$ cat src/rtl/deserializer.sv
// ---------------------------------------------------------------------------
// deserializer
//
// Collects a gapped serial bit stream into WIDTH-bit words, first bit = MSB.
// A word starts on a strobed bit with i_frame=1. After WIDTH bits the word is
// offered on o_data/o_valid with a ready/valid handshake. A word that
// completes while the previous one is still unconsumed is dropped, and the
// drop is flagged in the sticky o_overrun. A new frame marker arriving
// mid-word restarts reception and pulses o_frame_err for one cycle.
//
// Ports
//   i_clk        clock, rising edge
//   i_rst        synchronous active-high reset
//   i_sdata      serial data bit (sampled when i_sbit_en=1)
//   i_sbit_en    bit strobe
//   i_frame      word-start marker, qualified by i_sbit_en
//   i_ready      downstream accepts o_data while o_valid=1
//   i_clr_ovr    clears o_overrun
//   o_data       last completed word
//   o_valid      o_data holds an unconsumed word
//   o_busy       word reception in progress
//   o_overrun    sticky: a completed word was dropped
//   o_frame_err  one-cycle pulse: word restarted before completion
// ---------------------------------------------------------------------------
module deserializer #(
    parameter int WIDTH = 8
) (
    input  logic             i_clk,
    input  logic             i_rst,
    input  logic             i_sdata,
    input  logic             i_sbit_en,
    input  logic             i_frame,
    input  logic             i_ready,
    input  logic             i_clr_ovr,
    output logic [WIDTH-1:0] o_data,
    output logic             o_valid,
    output logic             o_busy,
    output logic             o_overrun,
    output logic             o_frame_err
);

    localparam int CNT_W = $clog2(WIDTH + 1);
    localparam int SR_W  = WIDTH - 1;

    typedef enum logic {
        IDLE  = 1'b0,
        SHIFT = 1'b1
    } state_t;

    state_t             state_q, state_d;
    logic [CNT_W-1:0]   cnt_q,   cnt_d;
    logic [SR_W-1:0]    sr_q,    sr_d;
    logic [WIDTH-1:0]   data_q,  data_d;
    logic               valid_q, valid_d;
    logic               ovr_q,   ovr_d;
    logic               ferr_q,  ferr_d;

    // Shift register with the incoming bit appended; on the final bit this
    // is the complete word, otherwise its low WIDTH-1 bits are the new sr.
    logic [WIDTH-1:0]   shifted;
    logic [SR_W-1:0]    first_bit;
    logic               done;

    assign shifted   = {sr_q, i_sdata};
    assign first_bit = SR_W'(i_sdata);

    always_comb begin
        state_d = state_q;
        cnt_d   = cnt_q;
        sr_d    = sr_q;
        ferr_d  = 1'b0;
        done    = 1'b0;

        case (state_q)
            IDLE: begin
                // Strobed bits outside a frame are discarded.
                if (i_sbit_en && i_frame) begin
                    sr_d    = first_bit;
                    cnt_d   = CNT_W'(1);
                    state_d = SHIFT;
                end
            end
            SHIFT: begin
                if (i_sbit_en) begin
                    if (i_frame) begin
                        // Frame marker wins even on what would be the last bit.
                        sr_d   = first_bit;
                        cnt_d  = CNT_W'(1);
                        ferr_d = 1'b1;
                    end else if (cnt_q == CNT_W'(WIDTH - 1)) begin
                        done    = 1'b1;
                        cnt_d   = '0;
                        state_d = IDLE;
                    end else begin
                        sr_d  = shifted[SR_W-1:0];
                        cnt_d = cnt_q + CNT_W'(1);
                    end
                end
            end
            default: state_d = IDLE;
        endcase
    end

    always_comb begin
        data_d  = data_q;
        valid_d = valid_q;
        ovr_d   = ovr_q;

        if (i_clr_ovr) begin
            ovr_d = 1'b0;
        end

        if (done) begin
            // Accept the new word if the output slot is free or is being
            // emptied on this same edge; otherwise drop it.
            if (!valid_q || i_ready) begin
                data_d  = shifted;
                valid_d = 1'b1;
            end else begin
                ovr_d = 1'b1;
            end
        end else if (valid_q && i_ready) begin
            valid_d = 1'b0;
        end
    end

    always_ff @(posedge i_clk) begin
        if (i_rst) begin
            state_q <= IDLE;
            cnt_q   <= '0;
            sr_q    <= '0;
            data_q  <= '0;
            valid_q <= 1'b0;
            ovr_q   <= 1'b0;
            ferr_q  <= 1'b0;
        end else begin
            state_q <= state_d;
            cnt_q   <= cnt_d;
            sr_q    <= sr_d;
            data_q  <= data_d;
            valid_q <= valid_d;
            ovr_q   <= ovr_d;
            ferr_q  <= ferr_d;
        end
    end

    assign o_data      = data_q;
    assign o_valid     = valid_q;
    assign o_busy      = (state_q == SHIFT);
    assign o_overrun   = ovr_q;
    assign o_frame_err = ferr_q;

endmodule

$ cat config.mk
export PLATFORM = sky130hd
export DESIGN_NAME = deserializer
export DESIGN_NICKNAME = d
export VERILOG_FILES = /design/src/rtl/deserializer.sv
export SDC_FILE = /design/constraint.sdc
export NUM_CORES = 1
export LEC_CHECK = 0
export ABC_AREA = 1
export BUFFER_PORTS_ARGS = -buffer_cell sky130_fd_sc_hd__buf_2
export CORE_ASPECT_RATIO = 1.1
export CORE_MARGIN = 2
export CORE_UTILIZATION = 48
export DETAILED_ROUTE_END_ITERATION = 10
export MAX_ROUTING_LAYER = met4
export PLACE_DENSITY = 0.83
export SLEW_MARGIN = 10
export SYNTH_ARGS = -nofsm -noshare
export SYNTH_HDL_FRONTEND = slang
export SYNTH_SLANG_ARGS = --single-unit
$ cat constraint.sdc
create_clock -name i_clk -period 1.4 [get_ports i_clk]
set_clock_uncertainty 0.15 [all_clocks]
set_input_delay 0.14 -clock i_clk [delete_from_list [all_inputs] [get_ports i_clk]]
set_output_delay 0.14 -clock i_clk [all_outputs]
set_load 0.03 [all_outputs]
==> results of run 1 <==
critical path: stages:
cell           delay (ps)
dlygate4sd3_1         560
buf_4                 150
nand3_2               110
nor2_4                170
buf_4                 160
nand3_1                60
nand2_1                60
nor2_1                 40
state kept, by name, indices dropped and copies added (netlist names):
| signal | count |
|---|---|
| cnt_q | 4 |
| sr_q | 7 |
| o_valid | 1 |
| o_frame_err | 1 |
| o_overrun | 1 |
| o_busy | 1 |
| o_data | 8 |
final cells by class:
class	count	area, um2	share of cell area
clock buffer	4	26.3	0.0190
multi-input combinational	106	544	0.393
tap	30	37.5	0.0271
sequential	23	465	0.336
inverter	33	124	0.0895
timing repair buffer	29	186	0.135
metrics by stage:
step	setup TNS [ps]	instance area, um2
2_1_floorplan	0	1110
3_3_place_gp	0	1250
3_5_place_dp	-33.4	1250
4_1_cts	0	1320
5_1_grt	-201	1380
6_report	0	1380
placed cells by master (no fill, tap or decap):
cell type / synthesis / final
nor2_4: 1 / 1
nand2_4: 1 / 4
a211oi_1: 1 / 1
nand3_4: 0 / 1
buf_4: 0 / 8
dfxtp_2: 0 / 4
a22oi_1: 1 / 1
nor2_1: 27 / 27
nand2_2: 4 / 4
a31oi_1: 1 / 1
nor2_2: 1 / 1
o21ai_0: 1 / 1
inv_1: 31 / 31
nor3_1: 7 / 7
nand2_1: 42 / 40
nand3_1: 10 / 7
inv_2: 1 / 2
buf_6: 3 / 1
nand3_2: 2 / 4
a21oi_1: 4 / 4
nand4_1: 1 / 1
dlygate4sd3_1: 0 / 3
ha_4: 0 / 1
clkbuf_4: 0 / 3
clkbuf_1: 0 / 1
buf_2: 2 / 17
dfxtp_1: 23 / 19
cells by family (layout without fill, tap and decap cells):
family / Yosys count / after routing / share of synthesized area
AOI/OAI and AO/OA: 8 / 8 / 0.0417
adders and majority gates: 1 / 1 / 0.0113
buffers and inverters: 38 / 66 / 0.151
DFF: 23 / 23 / 0.414
and+or+nand+nor: 96 / 97 / 0.382
power groups by stage:
stage	logic, W	clock network, W	registers (W)
after floorplan	0.0000942	0	0.000703
after global placement	0.000127	0	0.000697
after detailed placement	0.000128	0	0.000698
after CTS	0.000135	0.000314	0.000684
after global routing	0.000164	0.000337	0.000688
final	0.000146	0.000301	0.000685
routing by layer:
layer	vias to the layer above	global-route usage	share of wire	routed length, um
li1	554	-	-	-
met1	467	0.198	0.46	999
met2	16	0.300	0.50	1090
met3	2	0.0191	0.027	58
met4	0	0.0926	0.0065	14
met5	-	-	0	0
repair_timing:
action                     CTS  global route
buffers inserted             0             1
pin swaps                    1             3
hold endpoints to repair     7             1
cloned                       0             1
setup endpoints to repair   14            16
gates resized for setup      5            12
final timing paths:
check | from | to | slack [ps]
max | i_sbit_en | o_data[4]$_SDFFE_PP0P_ | 20
min | i_ready | o_overrun$_SDFF_PP0_ | -30
max reg2reg | cnt_q[0]$_SDFFE_PP0P_ | o_data[4]$_SDFFE_PP0P_ | 30
min reg2reg | o_overrun$_SDFF_PP0_ | o_overrun$_SDFF_PP0_ | 330
==> results by group, run 1 <==
Power
  • PD cells: 818 nW/um2
  • Internal power: 0.000840 W
  • LEAKAGE: 0.671 nW
  • Reg power frac: 0.606
  • Comb pwr share: 0.129
  • Switching power share of the total: 0.257
  • Switch Pwr: 0.000291 W
  • Total Power: 0.00113 W
  • Clock power frac: 0.266
  • Largest vdd supply drop: 0.000498 V

STA
  • Final WS setup: 20.9 ps
  • Worst slew margin: 0.838
  • Worst-Margin Slew: 243 ps
  • Slew Viols, Final: 0
  • Final Hold Violating Endpoints: 1
  • Worst hold margin: -32.4 ps
  • Final Setup Violations: 0
  • RSZ-0062 raised after global routing: yes
  • Post-route minimum period: 1380 ps
  • Max Clock Freq: 725 MHz
  • Final Cycle Share: 0.985

Finish
  • Number of nets in the layout: 204
  • Finished Core Util: 0.621
  • Number of fill cells: 200
  • Final non-filler cell total: 225
  • Layout cell share with drive strength beyond 1: 0.262
  • Antenna cell count: 0
  • Area added between synthesis and finish: 24.5%

Synthesis
  • Mapped Cells: 166
  • Commonest cells in the netlist: 42 x nand2_1, 31 x inv_1, 27 x nor2_1, 23 x dfxtp_1, 10 x nand3_1
  • Async set-reset flop share out of synthesis: 0
  • Synth area leader: dfxtp_1
  • Yosys warnings: 0
  • Post-synthesis sequential area ratio: 0.414
  • Most frequent cell after synthesis: nand2_1
  • Top cell type's share of synthesized area: 0.414
  • Yosys cell types: 22
  • Largest cells by area after synthesis: dfxtp_1 41%, nand2_1 14%, inv_1 10%, nor2_1 9.1%, nand3_1 4.5%
  • Synthesized flop and latch total: 23
  • Mapped cell area: 1110 um2
  • Number of flops mapped to enable cells by yosys: 0
  • Top_reg_cell synth: dfxtp_1
  • Post-Syn Nets: 174
  • Mean Syn Cell Area: 6.69 um2

Route
  • Final wirelength: 2160 um
  • Total number of vias: 1039
  • Drc violations: 0
  • Routed Antenna Nets: 0
  • Via/cell ratio: 4.62
  • Routed len/inst: 9.60 um
  • Pre-antenna DRT Iters: 4
  • Drt first-iter violations: 14

CTS
  • CTS buffer count: 3
  • Clock Latency Late Sink: 300 ps
  • Max Buffers Root-to-Sink: 2
  • CTS tree: yes
  • Clock Pin Slew Worst Setup and Hold Paths: 120 ps
  • Clock Sinks: 23
  • Htree depth: 1
  • CTS Hold Bufs: 3
  • CTS Root Cell: clkbuf_4

Place
  • PortBufs: 18
  • Hpwl dp: 1450 um
  • GPL Wtd Cong: 0.851
  • Placed insts: 216
  • Dpl ws: -13.3 ps

Floorplanning
  • Chip width: 49.9 um
  • Die Y: 54.5 um
  • Die area: 2720 um2
  • Core ar.: 2230 um2
  • I/O pins: 19
  • Starting Density: 0.498
  • Site Rows: 18

Global route
  • Grt total ovfl: 0
  • Largest net degree at the start of global routing: 13
  • First-pass GRT wire length: 3450 um
  • Tot GR Track Use: 0.172
  • Number of global-route vias before repair: 847
  • Initial antenna violation count: 0

Worst setup path
  • CP arrival: 1450 ps
  • CP Max Fanout: 4
  • Endpoint type of the worst setup path: register
  • Critical path type: in2reg
  • Critical Path RT: 1470 ps
  • Startpoint Class: primary input
  • FF-to-FF path depth: 7

Flow run
  • Number of max-cap violations: 0

Status
  • Failing checks: hold timing
  • Status: finished with violations

Worst hold path
  • HP Class: in2reg
  • Hold path cells: 4
(Power assumes the default switching activity.)
==> run 2: changes to the inputs <==
--- a/config.mk
+++ b/config.mk
@@ -9,10 +9,10 @@
 export BUFFER_PORTS_ARGS = -buffer_cell sky130_fd_sc_hd__buf_2
 export CORE_ASPECT_RATIO = 1.1
 export CORE_MARGIN = 2
-export CORE_UTILIZATION = 48
+export CORE_UTILIZATION = 25
 export DETAILED_ROUTE_END_ITERATION = 10
 export MAX_ROUTING_LAYER = met4
-export PLACE_DENSITY = 0.83
+export PLACE_DENSITY = 0.53
 export SLEW_MARGIN = 10
 export SYNTH_ARGS = -nofsm -noshare
 export SYNTH_HDL_FRONTEND = slang
==> results by group, run 2 (synthesis gave the netlist of run 1 again) <==
Global route
  • First-pass GRT wire length: 3760 um (+9.0%)
  • Largest net degree at the start of global routing: 14 (+1)
  • Grt total ovfl: 0 (unchanged)
  • Number of global-route vias before repair: 920 (+8.6%)
  • Tot GR Track Use: 0.100 (-0.0716)
  • Initial antenna violation count: 0 (unchanged)

Worst setup path
  • Critical Path RT: 1400 ps (-70 ps)
  • Endpoint type of the worst setup path: register
  • Startpoint Class: register
  • Critical path type: reg2reg
  • FF-to-FF path depth: 7 (unchanged)
  • CP Max Fanout: 6 (+2)
  • CP arrival: 1430 ps (-20 ps)

Floorplanning
  • Die area: 4990 um2 (+84%)
  • I/O pins: 19 (unchanged)
  • Site Rows: 25 (+7)
  • Starting Density: 0.259 (-0.239)
  • Chip width: 67.6 um (+35%)
  • Die Y: 73.9 um (+36%)
  • Core ar.: 4290 um2 (+92%)

Place
  • PortBufs: 18 (unchanged)
  • Placed insts: 239 (+11%)
  • GPL Wtd Cong: 0.758 (-11%)
  • Dpl ws: -28.4 ps (-15.1 ps)
  • Hpwl dp: 1630 um (+13%)

Finish
  • Final non-filler cell total: 250 (+11%)
  • Max FFs per register: 8 (unchanged)
  • Antenna cell count: 0 (unchanged)
  • Number of nets in the layout: 205 (+0.49%)
  • Layout cell share with drive strength beyond 1: 0.286 (+0.0242)
  • Finished Core Util: 0.341 (-0.280)
  • Most frequent cells in the layout: 39 x nand2_1, 31 x inv_1, 27 x nor2_1, 18 x buf_2, 18 x dfxtp_1
  • Most common cell after layout, fill and taps aside: nand2_1
  • Area added between synthesis and finish: 31.4%

STA
  • RSZ-0062 raised after global routing: yes
  • Worst slew margin: 0.832 (-0.00625)
  • Worst-Margin Slew: 252 ps (+9.37 ps)
  • Final Cycle Share: 1.02 (+0.0370)
  • Worst hold margin: 14.1 ps (+46.5 ps)
  • Max Clock Freq: 699 MHz (-3.6%)
  • Post-route minimum period: 1430 ps (+51.8 ps)
  • Final WS setup: -30.9 ps (-51.8 ps)
  • Final Setup Violations: 7 (+7)
  • Slew Viols, Final: 0 (unchanged)
  • Final Hold Violating Endpoints: 0 (-1)

Flow run
  • Number of max-cap violations: 0 (unchanged)

Power
  • LEAKAGE: 0.692 nW (+3.1%)
  • Total Power: 0.00124 W (+9.9%)
  • Largest vdd supply drop: 0.000285 V (-43%)
  • PD cells: 852 nW/um2 (+4.2%)

CTS
  • Htree depth: 1 (unchanged)
  • CTS tree: yes
  • CTS Root Cell: clkbuf_8
  • Max Buffers Root-to-Sink: 2 (unchanged)
  • Clock Latency Late Sink: 260 ps (-40 ps)
  • Clock Pin Slew Worst Setup and Hold Paths: 80 ps (-40 ps)
  • CTS buffer count: 3 (unchanged)
  • Clock Sinks: 23 (unchanged)

Route
  • Drt first-iter violations: 68 (+54)
  • Total number of vias: 1011 (-2.7%)
  • Routed Antenna Nets: 0 (unchanged)
  • Routed len/inst: 9.75 um (+1.6%)
  • Final wirelength: 2440 um (+13%)
  • Pre-antenna DRT Iters: 3 (-1)
  • Via/cell ratio: 4.04 (-12%)
  • Drc violations: 0 (unchanged)

Worst hold path
  • Hold path cells: 4 (unchanged)
  • HP Class: in2reg

Status
  • Failing checks: setup timing
  • Status: finished with violations
==> run 2: stage by stage <==
| stage | cell area (um2) | TNS, ps |
|---|---|---|
| finish | 1460 | -126 |
| global route | 1460 | -880 |
| CTS | 1360 | 0 |
| detailed placement | 1300 | -115 |
| global placement | 1300 | 0 |
| floorplan | 1110 | 0 |
==> run 2: worst max-delay path, stage by stage, from the launching register on <==
cell and delay [ps]:
dfxtp_2 360, ha_4 160, nand3_4 90, nor2_4 190
buf_12 140, buf_8 100, buf_4 100, a211oi_2 30
==> run 2: layout make-up <==
cell class	instances	area, um2
fill	471	2830
multi-input combinational	107	548
sequential	23	467
timing repair buffer	29	208
inverter	33	124
tap	54	67.6
clock buffer	3	41.3
clock inverter	1	5.00
==> run 2: per-layer routing <==
layer	GRT usage	up-vias	wire, um
li1	-	556	-
met1	0.117	443	1110
met2	0.164	10	1230
met3	0.0230	2	74
met4	0.0408	0	27
met5	-	-	0
==> run 2: report_power, final <==
group          total (W)  switching, W  internal, W
sequential      0.000684    0.00000947     0.000675
clock           0.000414      0.000216     0.000198
combinational   0.000145     0.0000924    0.0000526
==> run 2: final timing paths <==
| kind | from | slack (ps) | end |
|---|---|---|---|
| setup reg to reg | cnt_q[1]$_SDFFE_PP0P_ | -30 | o_busy$_SDFF_PP0_ |
| hold reg to reg | o_overrun$_SDFF_PP0_ | 310 | o_overrun$_SDFF_PP0_ |
| hold / removal | i_ready | 10 | o_overrun$_SDFF_PP0_ |
| setup / recovery | cnt_q[1]$_SDFFE_PP0P_ | -30 | o_busy$_SDFF_PP0_ |
==> run 2: what timing repair did <==
item / in CTS / in global routing
setup buffers: 0 / 4
cloned: 0 / 2
endpoints found under the setup margin: 14 / 16
hold endpoints to repair: 1 / 0
pin swaps: 1 / 7
gates resized for setup: 2 / 18
hold buffers: 1 / 0
==> run 3: changes to the inputs <==
--- a/config.mk
+++ b/config.mk
@@ -12,7 +12,7 @@
 export CORE_UTILIZATION = 25
 export DETAILED_ROUTE_END_ITERATION = 10
 export MAX_ROUTING_LAYER = met4
-export PLACE_DENSITY = 0.53
+export PLACE_DENSITY = 0.52
 export SLEW_MARGIN = 10
 export SYNTH_ARGS = -nofsm -noshare
 export SYNTH_HDL_FRONTEND = slang
==> constraint.sdc (replaced) <==
create_clock -name i_clk -period 1.8 [get_ports i_clk]
set_clock_uncertainty 0.15 [all_clocks]
set_input_delay 0.18 -clock i_clk [delete_from_list [all_inputs] [get_ports i_clk]]
set_output_delay 0.18 -clock i_clk [all_outputs]
set_load 0.03 [all_outputs]
==> results by group, run 3 (synthesis gave the netlist of run 1 again) <==
Status
  • Status: completed

Worst setup path
  • Critical Path RT: 1810 ps (+410 ps)
  • CP startpoint: cnt_q[0]$_SDFFE_PP0P_
  • FF-to-FF path depth: 7 (unchanged)
  • Delay-heaviest family, CP: simple AND/OR/NAND/NOR gates
  • CP bufs+invs: 1 (-2)
  • Critical path type: reg2reg
  • Critical R2R Launch: cnt_q[0]$_SDFFE_PP0P_
  • Critical Path, Cell by Cell: ha_1 -> nand3_2 -> nor2_4 -> buf_4 -> nand3_1 -> nand2_1 -> nor2_1
  • Endpoint type of the worst setup path: register
  • Max stage delay cell, worst path: dfxtp_1
  • CP Max Fanout: 7 (+1)
  • Worst reg2reg endpoint: o_data[6]$_SDFFE_PP0P_
  • CP arrival: 1540 ps (+110 ps)
  • CP peak stage delay: 400 ps (+40 ps)
  • Startpoint Class: register
  • R2r setup slk: 270 ps (+300 ps)

CTS
  • # Post-CTS Setup Buffers: 0 (unchanged)
  • CTS tree: yes
  • CTS Hold Bufs: 0 (-1)
  • Max Buffers Root-to-Sink: 2 (unchanged)
  • CTS buffer count: 3 (unchanged)
  • Clock Latency Late Sink: 260 ps (about the same)
  • Htree depth: 1 (unchanged)
  • CTS Root Cell: clkbuf_8
  • Clock Pin Slew Worst Setup and Hold Paths: 80 ps (about the same)
  • Clock Sinks: 23 (unchanged)
  • CTS resizes: 0 (-2)

Floorplanning
  • Starting Density: 0.259 (unchanged)
  • Die Y: 73.9 um (unchanged)
  • I/O pins: 19 (unchanged)
  • Site Rows: 25 (unchanged)
  • Chip width: 67.6 um (unchanged)
  • Die area: 4990 um2 (unchanged)
  • Core ar.: 4290 um2 (unchanged)

Finish
  • Most frequent cells in the layout: 42 x nand2_1, 31 x inv_1, 27 x nor2_1, 23 x dfxtp_1, 18 x buf_2
  • Number of fill cells: 471 (unchanged)
  • Final instance area: 1290 um2 (-11%)
  • Most common cell after layout, fill and taps aside: nand2_1
  • Max FFs per register: 8 (unchanged)
  • Number of nets in the layout: 195 (-4.9%)
  • Final non-filler cell total: 240 (-4.0%)
  • Layout cell share with drive strength beyond 1: 0.183 (-0.103)
  • Multi-input logic area: 483 um2 (-12%)
  • Area taken by flip-flops and latches: 460 um2 (-1.3%)
  • Antenna cell count: 0 (unchanged)
  • Area added between synthesis and finish: 16.3%

STA
  • Worst hold margin: 13.2 ps (-0.865 ps)
  • Final Cycle Share: 0.848 (-0.174)
  • Final Hold Violating Endpoints: 0 (unchanged)
  • Worst-Margin Slew: 495 ps (+242 ps)
  • Post-route minimum period: 1530 ps (+96.2 ps)
  • RSZ-0062 raised after global routing: no
  • Slew Viols, Final: 0 (unchanged)
  • Setup tns final: 0 ps (+126 ps)
  • Worst slew margin: 0.670 (-0.162)
  • Final Setup Violations: 0 (-7)
  • Max Clock Freq: 655 MHz (-6.3%)

Global route
  • Number of global-route vias before repair: 883 (-4.0%)
  • First-pass GRT wire length: 3670 um (-2.4%)
  • Initial antenna violation count: 0 (unchanged)
  • Grt total ovfl: 0 (unchanged)
  • Tot GR Track Use: 0.0989 (-0.00156)
  • Largest net degree at the start of global routing: 17 (+3)

Worst hold path
  • Hold endpoint: o_overrun$_SDFF_PP0_
  • Worst hold start: i_clr_ovr
  • HP Class: in2reg
  • Hold path cells: 4 (unchanged)

Place
  • Placed insts: 233 (-2.5%)
  • GPL Wtd Cong: 0.769 (+1.5%)
  • PortBufs: 18 (unchanged)
  • Placed cell area: 1220 um2 (-5.5%)
  • Hpwl dp: 1610 um (-1.6%)

Power
  • Largest vdd supply drop: 0.000249 V (-12%)
  • LEAKAGE: 0.634 nW (-8.4%)
  • PD cells: 731 nW/um2 (-14%)

Route
  • Pre-antenna DRT Iters: 4 (+1)
  • Drt first-iter violations: 33 (-51%)
  • Routed len/inst: 8.94 um (-8.3%)
  • Via/cell ratio: 4.02 (-0.57%)
  • Routed Antenna Nets: 0 (unchanged)
  • Drc violations: 0 (unchanged)
  • Total number of vias: 965 (-4.5%)
  • Final wirelength: 2150 um (-12%)

Flow run
  • Number of max-cap violations: 0 (unchanged)
[run 3: area by class of cell]
cell class / count / share of cell area
inverters: 33 / 0.0958
multi-input cells: 105 / 0.374
well taps: 54 / 0.0523
clock buffers: 4 / 0.0348
repair buffers: 21 / 0.0871
flip-flops and latches: 23 / 0.356
[run 3: tightest hold or removal path, stage by stage]
cell and delay [ps]:
buf_2 70, inv_1 30, nand2_1 50, a21oi_1 50
[run 3: worst max-delay path by stage]
stage                                   to  slack, ps  cells past startpoint
finish              o_data[6]$_SDFFE_PP0P_        270                      7
global placement    o_data[3]$_SDFFE_PP0P_        240                      7
detailed placement  o_data[1]$_SDFFE_PP0P_        190                      7
global route        o_data[1]$_SDFFE_PP0P_         90                      7
floorplan           o_data[0]$_SDFFE_PP0P_        340                      7
CTS                 o_data[1]$_SDFFE_PP0P_        170                      7
[run 3: layer usage]
layer  wire length [um]  track usage  vias to the layer above
li1                   -            -                      538
met1               1020        0.114                      406
met2                994        0.163                       17
met3                 93       0.0184                        4
met4                 38       0.0476                        0
met5                  0            -                        -
[run 3: where the power goes]
| group | total, W | leakage, nW | switching (W) | internal [W] |
|---|---|---|---|---|
| Clock | 0.000319 | 0.0228 | 0.000161 | 0.000158 |
| Combinational | 0.0000939 | 0.424 | 0.0000646 | 0.0000293 |
| Sequential | 0.000532 | 0.187 | 0.00000769 | 0.000524 |
| Total | 0.000944 | 0.634 | 0.000233 | 0.000711 |
[run 3: through the flow]
stage,power [W],util,setup slack [ps]
after floorplan,0.000620,-,341
after global placement,0.000639,0.286,242
after CTS,0.000958,0.296,171
final,0.000944,0.302,273
after detailed placement,0.000639,0.286,195
after global routing,0.000993,0.302,88.9
